`src/rtl/key_conditioner.sv`:
```
// Synchronizes and debounces four active-low pushbuttons and two slide switches.
// Define KEY_AUTOREPEAT_EN to make keys 2 and 3 auto-repeat while held.
module key_conditioner #(
  parameter int unsigned DEBOUNCE_CYCLES = 24000,
  parameter int unsigned REPEAT_DELAY    = 6000000,
  parameter int unsigned REPEAT_PERIOD   = 1200000,
  parameter int unsigned CNT_W           = 24
) (
  input  logic       i_clk,
  input  logic       i_rst_n,
  input  logic [3:0] i_key_n,
  input  logic [1:0] i_sw,
  output logic [3:0] o_key_press,
  output logic [3:0] o_key_level,
  output logic [1:0] o_sw
);

  // Channels 0..3 are keys (raw active-low), 4..5 are switches.
  localparam logic [5:0]       SYNC_RST = 6'b00_1111;
  localparam logic [5:0]       ACT_LOW  = 6'b00_1111;
  localparam logic [CNT_W-1:0] DB_LAST  = CNT_W'(DEBOUNCE_CYCLES - 1);

  logic [5:0]       raw;
  logic [5:0]       meta;
  logic [5:0]       sync;
  logic [5:0]       synced;
  logic [5:0]       stable;
  logic [5:0]       stable_nxt;
  logic [5:0]       toggle;
  logic [3:0]       press_evt;
  logic [3:0]       rep_fire;
  logic [CNT_W-1:0] cnt [6];

  assign raw    = {i_sw, i_key_n};
  assign synced = sync ^ ACT_LOW;

  always_ff @(posedge i_clk or negedge i_rst_n) begin
    if (!i_rst_n) begin
      meta <= SYNC_RST;
      sync <= SYNC_RST;
    end else begin
      meta <= raw;
      sync <= meta;
    end
  end

  always_comb begin
    toggle = '0;
    for (int unsigned i = 0; i < 6; i++) begin
      toggle[i] = (synced[i] != stable[i]) && (cnt[i] == DB_LAST);
    end
    stable_nxt = stable ^ toggle;
    press_evt  = toggle[3:0] & ~stable[3:0];
  end

  always_ff @(posedge i_clk or negedge i_rst_n) begin
    if (!i_rst_n) begin
      stable <= '0;
      for (int unsigned i = 0; i < 6; i++) cnt[i] <= '0;
    end else begin
      stable <= stable_nxt;
      for (int unsigned i = 0; i < 6; i++) begin
        if ((synced[i] == stable[i]) || toggle[i]) cnt[i] <= '0;
        else                                       cnt[i] <= cnt[i] + CNT_W'(1);
      end
    end
  end

`ifdef KEY_AUTOREPEAT_EN
  localparam logic [CNT_W-1:0] RD_LAST = CNT_W'(REPEAT_DELAY - 1);
  localparam logic [CNT_W-1:0] RP_LAST = CNT_W'(REPEAT_PERIOD - 1);

  logic [CNT_W-1:0] rcnt [2];
  logic [1:0]       rphase;
  logic [1:0]       rfire;

  // Gating on stable_nxt lets a release stop repeats on the same edge it lands.
  always_comb begin
    rfire = '0;
    for (int unsigned k = 0; k < 2; k++) begin
      rfire[k] = stable_nxt[k+2] && !press_evt[k+2] &&
                 (rcnt[k] == (rphase[k] ? RP_LAST : RD_LAST));
    end
  end

  assign rep_fire = {rfire, 2'b00};

  always_ff @(posedge i_clk or negedge i_rst_n) begin
    if (!i_rst_n) begin
      rphase <= '0;
      for (int unsigned k = 0; k < 2; k++) rcnt[k] <= '0;
    end else begin
      for (int unsigned k = 0; k < 2; k++) begin
        if (!stable_nxt[k+2] || press_evt[k+2]) begin
          rcnt[k]   <= '0;
          rphase[k] <= 1'b0;
        end else if (rfire[k]) begin
          rcnt[k]   <= '0;
          rphase[k] <= 1'b1;
        end else begin
          rcnt[k]   <= rcnt[k] + CNT_W'(1);
        end
      end
    end
  end
`else
  logic unused_repeat_cfg;
  assign unused_repeat_cfg = ^{REPEAT_DELAY, REPEAT_PERIOD};
  assign rep_fire = '0;
`endif

  always_ff @(posedge i_clk or negedge i_rst_n) begin
    if (!i_rst_n) o_key_press <= '0;
    else          o_key_press <= press_evt | rep_fire;
  end

  assign o_key_level = stable[3:0];
  assign o_sw        = stable[5:4];

endmodule

```
`config.mk`:
```
export PLATFORM = sky130hd
export DESIGN_NAME = key_conditioner
export DESIGN_NICKNAME = d
export VERILOG_FILES = /design/src/rtl/key_conditioner.sv
export SDC_FILE = /design/constraint.sdc
export NUM_CORES = 1
export LEC_CHECK = 0
export ABC_AREA = 1
export CAP_MARGIN = 20
export CORE_MARGIN = 3
export CORE_UTILIZATION = 55
export DETAILED_ROUTE_END_ITERATION = 16
export MAX_ROUTING_LAYER = met4
export PLACE_DENSITY = 0.78
export SLEW_MARGIN = 40
export SYNTH_ARGS = -nofsm -noshare
export SYNTH_HDL_FRONTEND = slang
export SYNTH_SLANG_ARGS = --single-unit
```
`constraint.sdc`:
```
create_clock -name i_clk -period 2.84 [get_ports i_clk]
set_clock_uncertainty 0.15 [all_clocks]
set_input_delay 0.568 -clock i_clk [delete_from_list [all_inputs] [get_ports i_clk]]
set_output_delay 0.568 -clock i_clk [all_outputs]
set_load 0.005 [all_outputs]
```
==> results.md <==
| Parameter | Value |
|:---|:---|
| Run status | finished, final reports clean |
| Worst hold slack | 0.204 ns |
| Seq/Total Area, Yosys | 0.452 |
| Start of the worst register-to-register path | cnt[24] |
| Clock tree from TritonCTS | built |
| Critical path class | flop to output pin |
| Yosys cell types | 27 |
| Top fanout value on the critical path | 3 |
| Worst Setup EP | o_sw[0] |
| Number of gates given a new drive strength after cts | 0 |
| Headroom to the max-slew limit | 0.698 |
| Final nets | 1,308 |
| Post CTS Setup Buffer Count | 0 |
| Hold buffer count at CTS | 1 |
| Min-delay worst type | flop to flop |
| Detailed-placement wirelength estimate | 13,300 um |
| Largest area contributor in the netlist | sky130_fd_sc_hd__dfrtp_1 |
| Worst Slack Setup Final | 0.761 ns |
| CTS H-tree depth | 4 |
| Vias in the first global route | 7,437 |
| Max frequency | 481 MHz |
| Largest delay share family, worst path | buffers and inverters |
| Layout Area Growth over Synthesis | 9.93% |
| Yosys warning count | 0 |
| Drt drc | 0 |
| Die width | 135 um |
| Design Power | 4.69 mW |
| Internal | 3.63 mW |
| Worst path cell trace | clkdlybuf4s50_1 |
| Number of vias after detailed routing | 7,635 |
| Cell with the biggest individual delay on the critical path | sky130_fd_sc_hd__clkdlybuf4s50_1 |
| Count of endpoints failing setup in the final report | 0 |
| Worst Setup Slack post-DPL | 0.884 ns |
| Vias per cell | 5.03 |
| Transition at the pin with the smallest max-transition slack | 0.452 ns |
| Die Height | 135 um |
| Number of antenna repair diodes | 0 |
| Finished Cell Area | 10,100 sq um |
| Routed WL | 18,500 um |
| Total congestion overflow | 0 |
| Data required time of the worst path | 2.12 ns |
| Share of the synthesized area in the top cell type | 0.429 |
| Cell at the root of the clock tree | sky130_fd_sc_hd__clkbuf_16 |
| Portion of total power attributed to sequential cells | 0.517 |
| Depth of the worst register-to-register path | 6 |
| Net Switching | 1.06 mW |
| Number of antenna violations at the first check in global routing | 0 |
| CP peak stage delay | 0.54 ns |
| GRT Overall Usage | 0.228 |
| Count of pins on the block boundary | 18 |
| Cell Pwr Density | 463 nW/um^2 |
| Largest cells by area after synthesis | sky130_fd_sc_hd__dfrtp_1 (43%), sky130_fd_sc_hd__nor2_1 (15%), sky130_fd_sc_hd__nand2_1 (15%), sky130_fd_sc_hd__inv_1 (4.6%), sky130_fd_sc_hd__xor2_1 (4.4%) |
| Latest clock arrival within the worst-skew pair | 0.43 ns |
| Initial Util | 0.572 |
| Full die area | 18,300 sq um |
| Clock transition time at the flip-flop clock pins of the worst setup and hold paths | 0.06 ns |
| Share of layout cells above drive strength 1 | 0.0537 |
| Average size of a mapped cell | 7.30 sq um |
| First drt pass iteration count | 5 |
| Period minus WS final | 2.08 ns |
| Depth of the critical timing path with buffers and inverters included | 1 |
| Wire length on met1 | 8400 um |
| Unrepaired setup endpoints after global routing | false |
| Number of standard cells in the layout, taps in and fillers out | 1,519 |
| Element type at the critical path start | flop |
| Placed Area | 9580 sq um |
| Global-route wire length before repair | 33,300 um |
| Post-layout utilization of the core | 0.629 |
| DRC marker count from the first detailed-route iteration | 420 |
| Number of CTS-inserted buffers | 17 |
| Pin count of the biggest net entering global routing | 65 |
| Max clock buf depth | 2 |
| Number of instances in the synthesized netlist | 1,262 |
| Share of power burned in the clock network | 0.451 |
| Fin. Hold Viols | 0 |
| Final routed wire length divided by cell count | 12.2 um |
| Setup slack, reg-to-reg | 0.89 ns |
| FF-to-FF End | cnt[36] |
| Post-Route Setup TNS | 0 ns |
| Period utilisation layout | 0.732 |
| Remaining antenna violation count | 0 |
| Crit. End Element | output pin |
| Arrival time at the worst endpoint | 1.36 ns |
| Filler cells | 1,458 |
| Synth Register Bits | 166 |
| Switching part of the total | 0.226 |
| Syn Nets | 1,280 |
| Max Slew Vio Count | 0 |
| Count of placed standard cells including taps | 1,486 |
| Core Area | 16,100 sq um |
| Count of buffering cells on the critical path with inverters included | 1 |
| Combinational share of power | 0.032 |
| Met3 wirelength from detailed routing | 599 um |
| Met2 routed wirelength | 9100 um |
| TritonCTS sink count | 166 |
| Highest ir drop seen on vdd | 479 uV |
| Maximum Capacitance Violations | 0 |
| Port buffer count | 17 |
| Last weighted congestion value of the routability-driven placer | 0.930 |
| # rows | 46 |
| Highest routed metal layer | met4 |
| Lkg Pwr | 4.22 nW |
| Mapped cell area | 9220 sq um |
## synth_stat cells
cell type / number
sky130_fd_sc_hd__nor3_1: 4
sky130_fd_sc_hd__xor2_1: 46
sky130_fd_sc_hd__nand3_2: 4
sky130_fd_sc_hd__o21ai_1: 1
sky130_fd_sc_hd__nand2_4: 6
sky130_fd_sc_hd__nand3b_1: 3
sky130_fd_sc_hd__nor2_1: 374
sky130_fd_sc_hd__dfstp_2: 8
sky130_fd_sc_hd__buf_4: 4
sky130_fd_sc_hd__ha_1: 10
sky130_fd_sc_hd__buf_6: 8
sky130_fd_sc_hd__nand2_1: 356
sky130_fd_sc_hd__nor4_1: 1
sky130_fd_sc_hd__inv_2: 1
sky130_fd_sc_hd__dfrtp_1: 158
sky130_fd_sc_hd__xnor2_1: 41
sky130_fd_sc_hd__nor3_2: 1
sky130_fd_sc_hd__nand3_1: 70
sky130_fd_sc_hd__nor2_2: 7
sky130_fd_sc_hd__and2_1: 1
sky130_fd_sc_hd__nor2_4: 5
sky130_fd_sc_hd__a21oi_1: 4
sky130_fd_sc_hd__o21ai_0: 4
sky130_fd_sc_hd__o21bai_1: 6
sky130_fd_sc_hd__inv_1: 113
sky130_fd_sc_hd__nand2_2: 7
sky130_fd_sc_hd__nand4_1: 19
## layout make-up
cell class | count | area (sq um) | area share
clock buffer | 25 | 485 | 0.0479
timing repair buffer | 21 | 229 | 0.0226
clock inverter | 7 | 50.0 | 0.00494
tap | 216 | 270 | 0.0267
sequential | 166 | 4160 | 0.411
inverter | 114 | 428 | 0.0422
multi-input combinational | 970 | 4500 | 0.445
## registers in the layout, indices dropped and copies added, names as in the netlist, named ones only
signal       count
o_key_press      4
sync             6
meta             6
stable           4
cnt            144
## logic make-up (layout without fill, tap and decap cells)
kind of cell | count (synthesis) | count (layout) | synth area share
compound gates | 15 | 15 | 0.00978
xor+xnor | 87 | 87 | 0.0827
fa+ha+maj | 10 | 10 | 0.0136
buf+inv | 126 | 167 | 0.0595
flops | 166 | 166 | 0.452
simple gates | 858 | 858 | 0.383
## power groups by stage
stage | logic (mW) | registers, mW | clock network (mW)
floorplan | 0.0871 | 2.46 | 0
global placement | 0.151 | 2.47 | 0
detailed placement | 0.153 | 2.47 | 0
CTS | 0.155 | 2.43 | 2.16
global route | 0.176 | 2.43 | 2.29
finish | 0.149 | 2.43 | 2.11
## layout by cell type (no fill, tap or decap), types with 5 or more instances in the layout
| cell | count |
|---|---|
| sky130_fd_sc_hd__o21bai_1 | 6 |
| sky130_fd_sc_hd__clkbuf_16 | 17 |
| sky130_fd_sc_hd__nor2_4 | 5 |
| sky130_fd_sc_hd__nand3_1 | 70 |
| sky130_fd_sc_hd__nand2_1 | 356 |
| sky130_fd_sc_hd__nor2_1 | 374 |
| sky130_fd_sc_hd__dfstp_2 | 8 |
| sky130_fd_sc_hd__inv_1 | 113 |
| sky130_fd_sc_hd__nand2_2 | 7 |
| sky130_fd_sc_hd__ha_1 | 10 |
| sky130_fd_sc_hd__nor2_2 | 7 |
| sky130_fd_sc_hd__xnor2_1 | 41 |
| sky130_fd_sc_hd__nand2_4 | 6 |
| sky130_fd_sc_hd__clkbuf_1 | 5 |
| sky130_fd_sc_hd__dfrtp_1 | 158 |
| sky130_fd_sc_hd__clkdlybuf4s50_1 | 16 |
| sky130_fd_sc_hd__xor2_1 | 46 |
| sky130_fd_sc_hd__nand4_1 | 19 |
## per-layer routing
| metal | GRT usage | up-vias |
|---|---|---|
| li1 | - | 3908 |
| met1 | 0.281 | 3548 |
| met2 | 0.372 | 142 |
| met3 | 0.0542 | 37 |
| met4 | 0.0739 | 0 |
| met5 | - | - |
## how the worst min path moves through the flow
stage	from	endpoint	slack, ns	depth (start not counted)
final	meta[4]	sync[4]	0.20	0
after global routing	meta[4]	sync[4]	0.21	0
after floorplan	i_rst_n	asynchronous set/reset pin	0.12	0
after CTS	meta[4]	sync[4]	0.20	0
after global placement	meta[4]	sync[4]	0.19	0
after detailed placement	meta[4]	sync[4]	0.19	0
Power figures use the tool's default switching activity.
